### config.mk
export PLATFORM = sky130hd
export DESIGN_NAME = snake_motion_ctrl_flat
export DESIGN_NICKNAME = d
export VERILOG_FILES = /design/src/rtl/snake_motion_if.sv /design/src/rtl/snake_motion_ctrl.sv /design/src/flat_wrapper.sv
export SDC_FILE = /design/constraint.sdc
export NUM_CORES = 1
export LEC_CHECK = 0
export ABC_AREA = 1
export CELL_PAD_IN_SITES_DETAIL_PLACEMENT = 0
export CELL_PAD_IN_SITES_GLOBAL_PLACEMENT = 1
export CORE_AREA = 4 4 142 110
export DETAILED_ROUTE_END_ITERATION = 16
export DIE_AREA = 0 0 146 114
export DONT_BUFFER_PORTS = 1
export PLACE_DENSITY_LB_ADDON = 0.1
export RECOVER_POWER = 50
export REMOVE_ABC_BUFFERS = 1
export SYNTH_ARGS = -nofsm -noshare
export SYNTH_HDL_FRONTEND = slang
export SYNTH_SLANG_ARGS = --single-unit
### constraint.sdc
create_clock -name Clk -period 4.7 [get_ports Clk]
set_input_delay 0.47 -clock Clk [delete_from_list [all_inputs] [get_ports Clk]]
set_output_delay 0.47 -clock Clk [all_outputs]
set_load 0.05 [all_outputs]
### src/rtl/snake_motion_if.sv
// Control/position bundle between the game front-end and the snake motion scheduler.
`default_nettype none

interface snake_motion_if;
    logic        frame_tick;
    logic        start;
    logic [15:0] keycode;
    logic [9:0]  snakeX_pos;
    logic [9:0]  snakeY_pos;
    logic [9:0]  snake2X_pos;
    logic [9:0]  snake2Y_pos;
    logic [1:0]  motionFlag;
    logic [1:0]  motionFlag1;
    logic        step_pulse;
    logic        game_over;
    logic [1:0]  winner;

    modport master (
        output frame_tick, start, keycode,
        input  snakeX_pos, snakeY_pos, snake2X_pos, snake2Y_pos,
        input  motionFlag, motionFlag1, step_pulse, game_over, winner
    );

    modport slave (
        input  frame_tick, start, keycode,
        output snakeX_pos, snakeY_pos, snake2X_pos, snake2Y_pos,
        output motionFlag, motionFlag1, step_pulse, game_over, winner
    );
endinterface

`default_nettype wire

### src/rtl/snake_motion_ctrl.sv
// snake_motion_ctrl: frame-paced lock-step mover for two snake heads with
// key latching, reversal rejection, wall/head collision and IDLE/RUN/OVER sequencing.
`default_nettype none

module snake_motion_ctrl #(
    parameter int STEP_PX     = 24,
    parameter int STEP_FRAMES = 8,
    parameter int X_MIN       = 12,
    parameter int X_MAX       = 627,
    parameter int Y_MIN       = 12,
    parameter int Y_MAX       = 467,
    parameter int P1_X0       = 120,
    parameter int P1_Y0       = 240,
    parameter int P2_X0       = 516,
    parameter int P2_Y0       = 240
) (
    input  logic          Clk,
    input  logic          Reset,
    snake_motion_if.slave bus
);

    localparam int CNT_W = (STEP_FRAMES > 1) ? $clog2(STEP_FRAMES) : 1;
    localparam logic [CNT_W-1:0] CNT_LAST = CNT_W'(STEP_FRAMES - 1);

    localparam logic [1:0] DIR_UP    = 2'd0;
    localparam logic [1:0] DIR_LEFT  = 2'd1;
    localparam logic [1:0] DIR_DOWN  = 2'd2;
    localparam logic [1:0] DIR_RIGHT = 2'd3;

    localparam logic signed [10:0] STEP_S = 11'(STEP_PX);
    localparam logic signed [10:0] XMIN_S = 11'(X_MIN);
    localparam logic signed [10:0] XMAX_S = 11'(X_MAX);
    localparam logic signed [10:0] YMIN_S = 11'(Y_MIN);
    localparam logic signed [10:0] YMAX_S = 11'(Y_MAX);
    localparam logic signed [11:0] HIT_S  = 12'(STEP_PX);

    typedef enum logic [1:0] {
        IDLE = 2'd0,
        RUN  = 2'd1,
        OVER = 2'd2
    } state_t;

    state_t           state_q, state_d;
    logic [9:0]       p1x_q, p1y_q, p2x_q, p2y_q;
    logic [9:0]       p1x_d, p1y_d, p2x_d, p2y_d;
    logic [1:0]       dir1_q, dir2_q, dir1_d, dir2_d;
    logic [1:0]       pend1_q, pend2_q, pend1_d, pend2_d;
    logic [CNT_W-1:0] cnt_q, cnt_d;
    logic             step_q, step_d;
    logic             over_q, over_d;
    logic [1:0]       winner_q, winner_d;

    // {valid, direction}
    function automatic logic [2:0] decode_p1(input logic [7:0] k);
        case (k)
            8'h1A:   return {1'b1, DIR_UP};
            8'h04:   return {1'b1, DIR_LEFT};
            8'h16:   return {1'b1, DIR_DOWN};
            8'h07:   return {1'b1, DIR_RIGHT};
            default: return 3'b000;
        endcase
    endfunction

    function automatic logic [2:0] decode_p2(input logic [7:0] k);
        case (k)
            8'h52:   return {1'b1, DIR_UP};
            8'h50:   return {1'b1, DIR_LEFT};
            8'h51:   return {1'b1, DIR_DOWN};
            8'h4F:   return {1'b1, DIR_RIGHT};
            default: return 3'b000;
        endcase
    endfunction

    function automatic logic signed [10:0] next_x(input logic [9:0] x, input logic [1:0] d);
        case (d)
            DIR_LEFT:  return $signed({1'b0, x}) - STEP_S;
            DIR_RIGHT: return $signed({1'b0, x}) + STEP_S;
            default:   return $signed({1'b0, x});
        endcase
    endfunction

    function automatic logic signed [10:0] next_y(input logic [9:0] y, input logic [1:0] d);
        case (d)
            DIR_UP:   return $signed({1'b0, y}) - STEP_S;
            DIR_DOWN: return $signed({1'b0, y}) + STEP_S;
            default:  return $signed({1'b0, y});
        endcase
    endfunction

    function automatic logic signed [11:0] abs_diff(input logic signed [10:0] a,
                                                    input logic signed [10:0] b);
        logic signed [11:0] d;
        d = {a[10], a} - {b[10], b};
        return (d < 0) ? -d : d;
    endfunction

    logic [2:0]        key1_lo, key1_hi, key2_lo, key2_hi, key1, key2;
    logic signed [10:0] nx1, ny1, nx2, ny2;
    logic              crash1, crash2, heads_hit, restart;

    assign key1_lo = decode_p1(bus.keycode[7:0]);
    assign key1_hi = decode_p1(bus.keycode[15:8]);
    assign key2_lo = decode_p2(bus.keycode[7:0]);
    assign key2_hi = decode_p2(bus.keycode[15:8]);
    assign key1    = key1_lo[2] ? key1_lo : key1_hi;
    assign key2    = key2_lo[2] ? key2_lo : key2_hi;

    // The step moves along the pending direction, which is committed in the same cycle.
    assign nx1 = next_x(p1x_q, pend1_q);
    assign ny1 = next_y(p1y_q, pend1_q);
    assign nx2 = next_x(p2x_q, pend2_q);
    assign ny2 = next_y(p2y_q, pend2_q);

    assign crash1 = (nx1 < XMIN_S) || (nx1 > XMAX_S) || (ny1 < YMIN_S) || (ny1 > YMAX_S);
    assign crash2 = (nx2 < XMIN_S) || (nx2 > XMAX_S) || (ny2 < YMIN_S) || (ny2 > YMAX_S);
    assign heads_hit = (abs_diff(nx1, nx2) < HIT_S) && (abs_diff(ny1, ny2) < HIT_S);

    assign restart = bus.start && (state_q != IDLE);

    always_ff @(posedge Clk) begin
        if (Reset) begin
            state_q  <= IDLE;
            p1x_q    <= 10'(P1_X0);
            p1y_q    <= 10'(P1_Y0);
            p2x_q    <= 10'(P2_X0);
            p2y_q    <= 10'(P2_Y0);
            dir1_q   <= DIR_RIGHT;
            dir2_q   <= DIR_LEFT;
            pend1_q  <= DIR_RIGHT;
            pend2_q  <= DIR_LEFT;
            cnt_q    <= '0;
            step_q   <= 1'b0;
            over_q   <= 1'b0;
            winner_q <= 2'd0;
        end else begin
            state_q  <= state_d;
            p1x_q    <= p1x_d;
            p1y_q    <= p1y_d;
            p2x_q    <= p2x_d;
            p2y_q    <= p2y_d;
            dir1_q   <= dir1_d;
            dir2_q   <= dir2_d;
            pend1_q  <= pend1_d;
            pend2_q  <= pend2_d;
            cnt_q    <= cnt_d;
            step_q   <= step_d;
            over_q   <= over_d;
            winner_q <= winner_d;
        end
    end

    always_comb begin
        state_d  = state_q;
        p1x_d    = p1x_q;
        p1y_d    = p1y_q;
        p2x_d    = p2x_q;
        p2y_d    = p2y_q;
        dir1_d   = dir1_q;
        dir2_d   = dir2_q;
        pend1_d  = pend1_q;
        pend2_d  = pend2_q;
        cnt_d    = cnt_q;
        step_d   = 1'b0;
        over_d   = over_q;
        winner_d = winner_q;

        case (state_q)
            IDLE: begin
                if (bus.start) begin
                    state_d = RUN;
                    cnt_d   = '0;
                end
            end
            RUN: begin
                if (!bus.start) begin
                    // Reversal is judged against the committed heading only.
                    if (key1[2] && (key1[1:0] != (dir1_q ^ 2'd2)))
                        pend1_d = key1[1:0];
                    if (key2[2] && (key2[1:0] != (dir2_q ^ 2'd2)))
                        pend2_d = key2[1:0];
                    if (bus.frame_tick) begin
                        if (cnt_q != CNT_LAST) begin
                            cnt_d = cnt_q + 1'b1;
                        end else begin
                            cnt_d  = '0;
                            step_d = 1'b1;
                            dir1_d = pend1_q;
                            dir2_d = pend2_q;
                            if (crash1 || crash2) begin
                                state_d  = OVER;
                                over_d   = 1'b1;
                                winner_d = (crash1 && crash2) ? 2'd3 : (crash1 ? 2'd2 : 2'd1);
                            end else begin
                                p1x_d = nx1[9:0];
                                p1y_d = ny1[9:0];
                                p2x_d = nx2[9:0];
                                p2y_d = ny2[9:0];
                                if (heads_hit) begin
                                    state_d  = OVER;
                                    over_d   = 1'b1;
                                    winner_d = 2'd3;
                                end
                            end
                        end
                    end
                end
            end
            OVER: begin
            end
            default: begin
                state_d = IDLE;
            end
        endcase

        if (restart) begin
            state_d  = RUN;
            p1x_d    = 10'(P1_X0);
            p1y_d    = 10'(P1_Y0);
            p2x_d    = 10'(P2_X0);
            p2y_d    = 10'(P2_Y0);
            dir1_d   = DIR_RIGHT;
            dir2_d   = DIR_LEFT;
            pend1_d  = DIR_RIGHT;
            pend2_d  = DIR_LEFT;
            cnt_d    = '0;
            step_d   = 1'b0;
            over_d   = 1'b0;
            winner_d = 2'd0;
        end
    end

    assign bus.snakeX_pos  = p1x_q;
    assign bus.snakeY_pos  = p1y_q;
    assign bus.snake2X_pos = p2x_q;
    assign bus.snake2Y_pos = p2y_q;
    assign bus.motionFlag  = dir1_q;
    assign bus.motionFlag1 = dir2_q;
    assign bus.step_pulse  = step_q;
    assign bus.game_over   = over_q;
    assign bus.winner      = winner_q;

endmodule

`default_nettype wire
### src/flat_wrapper.sv
// flat-port wrapper written by rule: the top's interface ports become plain ports
module snake_motion_ctrl_flat 
#(
    parameter int STEP_PX     = 24,
    parameter int STEP_FRAMES = 8,
    parameter int X_MIN       = 12,
    parameter int X_MAX       = 627,
    parameter int Y_MIN       = 12,
    parameter int Y_MAX       = 467,
    parameter int P1_X0       = 120,
    parameter int P1_Y0       = 240,
    parameter int P2_X0       = 516,
    parameter int P2_Y0       = 240
)
  (Clk, Reset, bus_frame_tick, bus_start, bus_keycode, bus_snakeX_pos, bus_snakeY_pos, bus_snake2X_pos, bus_snake2Y_pos, bus_motionFlag, bus_motionFlag1, bus_step_pulse, bus_game_over, bus_winner);
  snake_motion_if bus_i ();
  input  logic Clk;
  input  logic Reset;
  input wire logic [$bits(bus_i.frame_tick)-1:0] bus_frame_tick;
  input wire logic [$bits(bus_i.start)-1:0] bus_start;
  input wire logic [$bits(bus_i.keycode)-1:0] bus_keycode;
  output wire logic [$bits(bus_i.snakeX_pos)-1:0] bus_snakeX_pos;
  output wire logic [$bits(bus_i.snakeY_pos)-1:0] bus_snakeY_pos;
  output wire logic [$bits(bus_i.snake2X_pos)-1:0] bus_snake2X_pos;
  output wire logic [$bits(bus_i.snake2Y_pos)-1:0] bus_snake2Y_pos;
  output wire logic [$bits(bus_i.motionFlag)-1:0] bus_motionFlag;
  output wire logic [$bits(bus_i.motionFlag1)-1:0] bus_motionFlag1;
  output wire logic [$bits(bus_i.step_pulse)-1:0] bus_step_pulse;
  output wire logic [$bits(bus_i.game_over)-1:0] bus_game_over;
  output wire logic [$bits(bus_i.winner)-1:0] bus_winner;
  assign bus_i.frame_tick = bus_frame_tick;
  assign bus_i.start = bus_start;
  assign bus_i.keycode = bus_keycode;
  assign bus_snakeX_pos = bus_i.snakeX_pos;
  assign bus_snakeY_pos = bus_i.snakeY_pos;
  assign bus_snake2X_pos = bus_i.snake2X_pos;
  assign bus_snake2Y_pos = bus_i.snake2Y_pos;
  assign bus_motionFlag = bus_i.motionFlag;
  assign bus_motionFlag1 = bus_i.motionFlag1;
  assign bus_step_pulse = bus_i.step_pulse;
  assign bus_game_over = bus_i.game_over;
  assign bus_winner = bus_i.winner;
  snake_motion_ctrl #(.STEP_PX(STEP_PX), .STEP_FRAMES(STEP_FRAMES), .X_MIN(X_MIN), .X_MAX(X_MAX), .Y_MIN(Y_MIN), .Y_MAX(Y_MAX), .P1_X0(P1_X0), .P1_Y0(P1_Y0), .P2_X0(P2_X0), .P2_Y0(P2_Y0)) u_core (.Clk(Clk), .Reset(Reset), .bus(bus_i));
endmodule
# == Word level (Yosys, flattened, before mapping) ==
# Cells that the tools add are included.
# totals
regBits,57
out_inout_bits,48
elab_cells,145
# classes
n_addsub,13
order_cmp,12
n_eq_ne,38
muxes,32
bitwise_logic,8
reduce_logical,28
# ops
operator,n
$pmux 11 s2,4
$eq 8x7->1 const B,8
$pmux 3 s4,4
$add 10x5->11 const B,4
$lt 11x5->1 const B,4
$sub 10x5->11 const B,4
$eq 8x3->1 const B,4
$eq 8x5->1 const B,4
$lt 12x1->1 const B,2
$lt 12x6->1 const B,2
$mux 12,2
$neg 12->12,2
$sub 11x11->12,2
$gt 11x10->1 const B,2
$gt 11x11->1 const B,2
$mux 2,10
$mux 3,6
$ne 3x2->1 const B,4
$reduce_and 6->1,2
$eq 2x2->1 const B,5
$reduce_and 5->1,2
$ne 2x2->1 const B,4
$not 1->1,8
$reduce_and 4->1,2
other kinds (17),38

# == Longest topological paths before layout ==
# logic_depth
ltp_word,14
ltp_mapped,36
depth_no_buf,34

# == Worst setup path after synthesis ==
# No wires, ideal clock.
# synth_path
kind,flip-flop to flip-flop
startpoint,"register u_core.p1y_q[4], in the netlist u_core.bus.snakeY_pos[4]"
endpoint,"register u_core.over_q, in the netlist u_core.bus.game_over"
arrival_ps,3515
setup_slack_ps,1117
path_stages_with_launch,30
synth_period_minus_slack_ps,3583
cell_sequence,dfxtp_1 -> nand3_2 -> nand2_1 -> inv_1 -> ha_1 -> inv_1 -> nand2_2 -> xnor2_1 -> o21ai_0 -> ha_1 -> a21oi_1 -> o21ai_0 -> xor2_1 -> nor2_1 -> inv_1 -> nor2_2 -> inv_1 -> nand2_1 -> nand2_1 -> nand2_1 -> nand2_1 -> inv_1 -> nand2_1 -> nor2_1 -> nand2_1 -> nand2_1 -> nand2_1 -> nand2_1 -> nand2_2 -> a21oi_2
# synth_via
elab_chain_len,9
word_cells_on_any_way,17
# synth_rtl
element,line_no,source
start: declaration,snake_motion_ctrl.sv:44,"logic [9:0] p1x_q, p1y_q, p2x_q, p2y_q;"
start signal: assignment,snake_motion_ctrl.sv:124,p1y_q <= 10'(P1_Y0);
start signal: assignment,snake_motion_ctrl.sv:138,p1y_q <= p1y_d;
$add 10x5->11 / $sub 10x5->11 (equally long branches),"snake_motion_ctrl.sv:85, snake_motion_ctrl.sv:84",
$pmux 11 s2 (*),snake_motion_ctrl.sv:83,case (d)
via u_core.ny1[5],snake_motion_ctrl.sv:98,"logic signed [10:0] nx1, ny1, nx2, ny2;"
$sub 11x11->12,snake_motion_ctrl.sv:93,"d = {a[10], a} - {b[10], b};"
$neg 12->12 / $lt 12x1->1 (equally long branches),snake_motion_ctrl.sv:94,return (d < 0) ? -d : d;
$mux 12,snake_motion_ctrl.sv:94,
$lt 12x6->1,snake_motion_ctrl.sv:116,"assign heads_hit = (abs_diff(nx1, nx2) < HIT_S) && (abs_diff(ny1, ny2) < HIT_S);"
$logic_and 1x1->1,snake_motion_ctrl.sv:116,
$reduce_bool 2->1 (no line),n/a,
$reduce_and 5->1 (no line),n/a,
end signal: assignment,snake_motion_ctrl.sv:147,over_q <= over_d;
end: declaration,snake_motion_ctrl.sv:50,"logic over_q, over_d;"
# The timed path passes the listed nets; every way through them passes the cells marked *.
# A chain may end at the register's enable or synchronous reset.

# == Worst setup path in the final report ==
# layout_path
startpoint,"register u_core.p1x_q[5], in the netlist u_core.bus.snakeX_pos[5]"
endpoint,"register u_core.over_q, in the netlist u_core.bus.game_over"
# layout_via
elab_chain_len,9
word_cells_on_any_way,18
# layout_rtl
element,line_no,source
start: declaration,snake_motion_ctrl.sv:44,
start signal: assignment,snake_motion_ctrl.sv:123,p1x_q <= 10'(P1_X0);
start signal: assignment,snake_motion_ctrl.sv:137,p1x_q <= p1x_d;
$add 10x5->11 / $sub 10x5->11 (equally long branches),"snake_motion_ctrl.sv:77, snake_motion_ctrl.sv:76",
$pmux 11 s2 (*),snake_motion_ctrl.sv:75,case (d)
via u_core.nx1[5],snake_motion_ctrl.sv:98,
$sub 11x11->12 (tied with other cells),snake_motion_ctrl.sv:93,
$neg 12->12 (tied with other cells),snake_motion_ctrl.sv:94,
$mux 12 / $logic_or 1x1->1 (equally long branches),"snake_motion_ctrl.sv:94, snake_motion_ctrl.sv:114",
$lt 12x6->1 / $logic_or 1x1->1 (equally long branches),"snake_motion_ctrl.sv:116, snake_motion_ctrl.sv:114",
$logic_and 1x1->1 / $logic_or 1x1->1 (equally long branches),"snake_motion_ctrl.sv:116, snake_motion_ctrl.sv:189",
$reduce_bool 2->1 (no line),n/a,
$reduce_and 5->1 (no line),n/a,
# Marked as above.

==> flow_summary.json <==
{
  "post-place-ws_ns": 0.486,
  "reg2reg_depth": 17,
  "hp-class": "input port to flip-flop",
  "syn_inst": 776,
  "rrSetupSlack_ns": 0.53,
  "detail_route.vias_per_cell": 4.98,
  "h-tree-depth": 2,
  "path_class": "flip-flop to flip-flop",
  "rows": 38,
  "start_util_pct": 34.3,
  "nets": 856,
  "final_cell_mix": "197 x nand2_1, 115 x inv_1, 60 x nor2_1",
  "cts.reportedPaths.clkPinSlew_ns": 0.08,
  "path_max_fanout": 4,
  "grt.total_usage_pct": 16.7,
  "setup_violations": 0,
  "r2r-start": "u_core.bus.snakeX_pos[5]",
  "cp-end-kind": "flip-flop",
  "synth-seq-area-share_pct": 18.5,
  "synth_cell_types": 57,
  "postRouteAntennaNets": 0,
  "hp-start": "Reset",
  "yosys_warnings": 0,
  "wl_per_cell_um": 14.2,
  "rsz0062_at_grt": "false",
  "start_kind": "flip-flop",
  "worst_slack_ns": 0.534,
  "die_x_um": 146,
  "yosys_register_bits": 45,
  "max_freq_mhz": 240,
  "grt_max_degree": 35,
  "required_ns": 4.92,
  "final_common_cell": "nand2_1",
  "grt-ovfl-total": 0,
  "io_pins": 68,
  "cts_sinks": 45,
  "fin_crit_sh_pct": 88.6,
  "fin_tns_setup_ns": 0,
  "hpwlAfterDp_mm": 11.0,
  "whs_path_depth": 1,
  "drive_gt1_share_pct": 8.07,
  "synthArstFlopShare_pct": 0,
  "cts_tree": "yes",
  "vias": 4846,
  "synth-main-ff-cell": "dfxtp_1",
  "whs_endpoint": "u_core.bus.step_pulse",
  "ir_worst_vdd_mv": 0.135,
  "grt_pass1_wl_mm": 22.8,
  "r2r-end": "u_core.bus.game_over",
  "finalHoldViolations": 0,
  "postCtsHoldBufs": 0,
  "maxCapViolCount": 0,
  "finalWirelength_mm": 13.8,
  "layout_min_cycle_time_ns": 4.17,
  "cts_buffers": 5,
  "skew_ns": 0.0141,
  "clk_latency_ns": 0.31,
  "drc": 0,
  "diodes": 0,
  "slew_violations": 0,
  "relSlewSlack_pct": 25.1,
  "n_fill_cell": 1547,
  "core_um2": 14200,
  "clk_path_buf_depth": 2,
  "p_leak_nw": 2.69,
  "syn_area_per_cell_um2": 6.29,
  "outcome": "finished clean",
  "numPortBuffers": 0,
  "tightest_slew_ns": 1.12,
  "synthToLayoutAreaGrowth_pct": 7.15,
  "dieArea_um2": 16600,
  "cts_root_buffer": "clkbuf_16",
  "grt_pass1_vias": 4467,
  "powerDensity_nw_per_um2": 171,
  "drt_iter0_drc": 237,
  "synth_edf_count": 0,
  "dr.pass1.iters": 4,
  "synth_area_um2": 4880,
  "crit_arrival_ns": 4.39,
  "antenna_found_initial": 0,
  "die_h_um": 114,
  "gp_congestion": 0.816
}
## worst max-delay path, cell delays in order, from the launching register on
cell and delay (ns):
dfxtp_1 0.31, clkbuf_1 0.53, ha_1 0.39, or2_2 0.31
nand3_1 0.06, o21ai_0 0.16, ha_1 0.39, a21oi_1 0.16
nand2_1 0.10, xor2_1 0.16, a2111oi_0 0.68, a41o_1 0.27
nand2_1 0.05, inv_1 0.12, nand2_1 0.08, nand2_1 0.07
nand2_2 0.09, a21oi_2 0.14
## power breakdown
group	leakage, nW	total, mW	internal, mW	switching, mW
Clock	0.0768	0.386	0.212	0.173
Sequential	0.364	0.387	0.384	0.00241
Combinational	2.25	0.124	0.0342	0.0898
Total	2.69	0.896	0.631	0.265
## how the worst max path moves through the flow
stage / from / to / depth (start not counted)
detailed placement: u_core.pend2_q[0] / u_core.bus.winner[0] / 26
CTS: u_core.pend2_q[0] / u_core.bus.winner[0] / 26
finish: u_core.bus.snakeX_pos[5] / u_core.bus.game_over / 17
floorplan: u_core.pend1_q[0] / u_core.bus.game_over / 26
global route: u_core.pend2_q[0] / u_core.bus.winner[0] / 25
global placement: u_core.pend2_q[0] / u_core.bus.winner[1] / 26
## metrics by stage
step	power (mW)	hold WS, ns	util, %	cell area [um2]	instances
6_report	0.896	0.237	36.8	5230	973
5_1_grt	0.945	0.223	36.8	5230	973
4_1_cts	0.910	0.227	37.2	5290	973
3_5_place_dp	0.520	0.490	36.2	5140	965
3_3_place_gp	0.519	0.489	36.2	5140	965
2_1_floorplan	0.495	0.469	-	4700	756
## cell families after synthesis
kind of cell             count (synthesis)  synth area share, %
XOR/XNOR                                22                 3.95
AND/OR/NAND/NOR                        369                 34.0
buffers and inverters                  148                 13.7
other                                    2                0.154
AO/OA/AOI/OAI                          146                 18.1
adder cells (fa/ha/maj)                 44                 11.6
flip-flops                              45                 18.5
## synthesized netlist by cell type, drive strengths merged (2+ instances only)
master / number / area share, %
a21o: 3 / 0.46
a41oi: 2 / 0.36
xor2: 9 / 1.6
xnor2: 13 / 2.3
o21bai: 3 / 0.46
or2: 7 / 0.90
o211ai: 12 / 1.8
a21oi: 50 / 5.9
nand2: 211 / 17
nor2: 63 / 5.4
a22oi: 3 / 0.56
nand3: 59 / 6.7
clkbuf: 4 / 0.31
nand3b: 2 / 0.31
a31oi: 3 / 0.51
ha: 42 / 11
nor4: 3 / 0.38
nor3: 11 / 1.1
o21ai: 61 / 6.5
fa: 2 / 0.82
buf: 26 / 4.2
conb: 2 / 0.15
dfxtp: 45 / 18
inv: 117 / 9.0
nand4: 11 / 1.5
## flip-flops by register name (all words and copies together) (netlist names)
signal                  count
u_core.bus.step_pulse       1
u_core.bus.snake2Y_pos      7
u_core.bus.game_over        1
u_core.bus.snakeY_pos       7
u_core.state_q              2
u_core.bus.winner           2
u_core.pend1_q              2
u_core.bus.snake2X_pos      7
u_core.bus.snakeX_pos       7
u_core.bus.motionFlag1      2
u_core.pend2_q              2
u_core.cnt_q                3
u_core.bus.motionFlag       2
## layer usage
| layer | up-vias | part of all wire (%) | GRT usage (%) |
|---|---|---|---|
| met2 | 107 | 41 | 26.2 |
| li1 | 2559 | - | - |
| met1 | 2172 | 53 | 24.0 |
| met4 | 0 | 0.79 | 3.01 |
| met5 | - | 0 | 0 |
| met3 | 8 | 5.0 | 3.53 |
## final cells by class
cell class | instances | area (um2) | share of cell area [%]
well taps | 180 | 225 | 4.31
inverters | 118 | 447 | 8.54
repair buffers | 29 | 150 | 2.87
flip-flops and latches | 45 | 901 | 17.2
multi-input cells | 593 | 3350 | 64.1
clock inverters | 2 | 13.8 | 0.263
clock buffers | 6 | 139 | 2.66
## what timing repair did
| action | 4_1_cts | 5_1_grt |
|---|---|---|
| buffers inserted | 0 | 0 |
| gates resized for setup | 0 | 2 |
| endpoints found under the setup margin | 0 | 5 |
No activity file was read; power rests on OpenSTA's default activity.
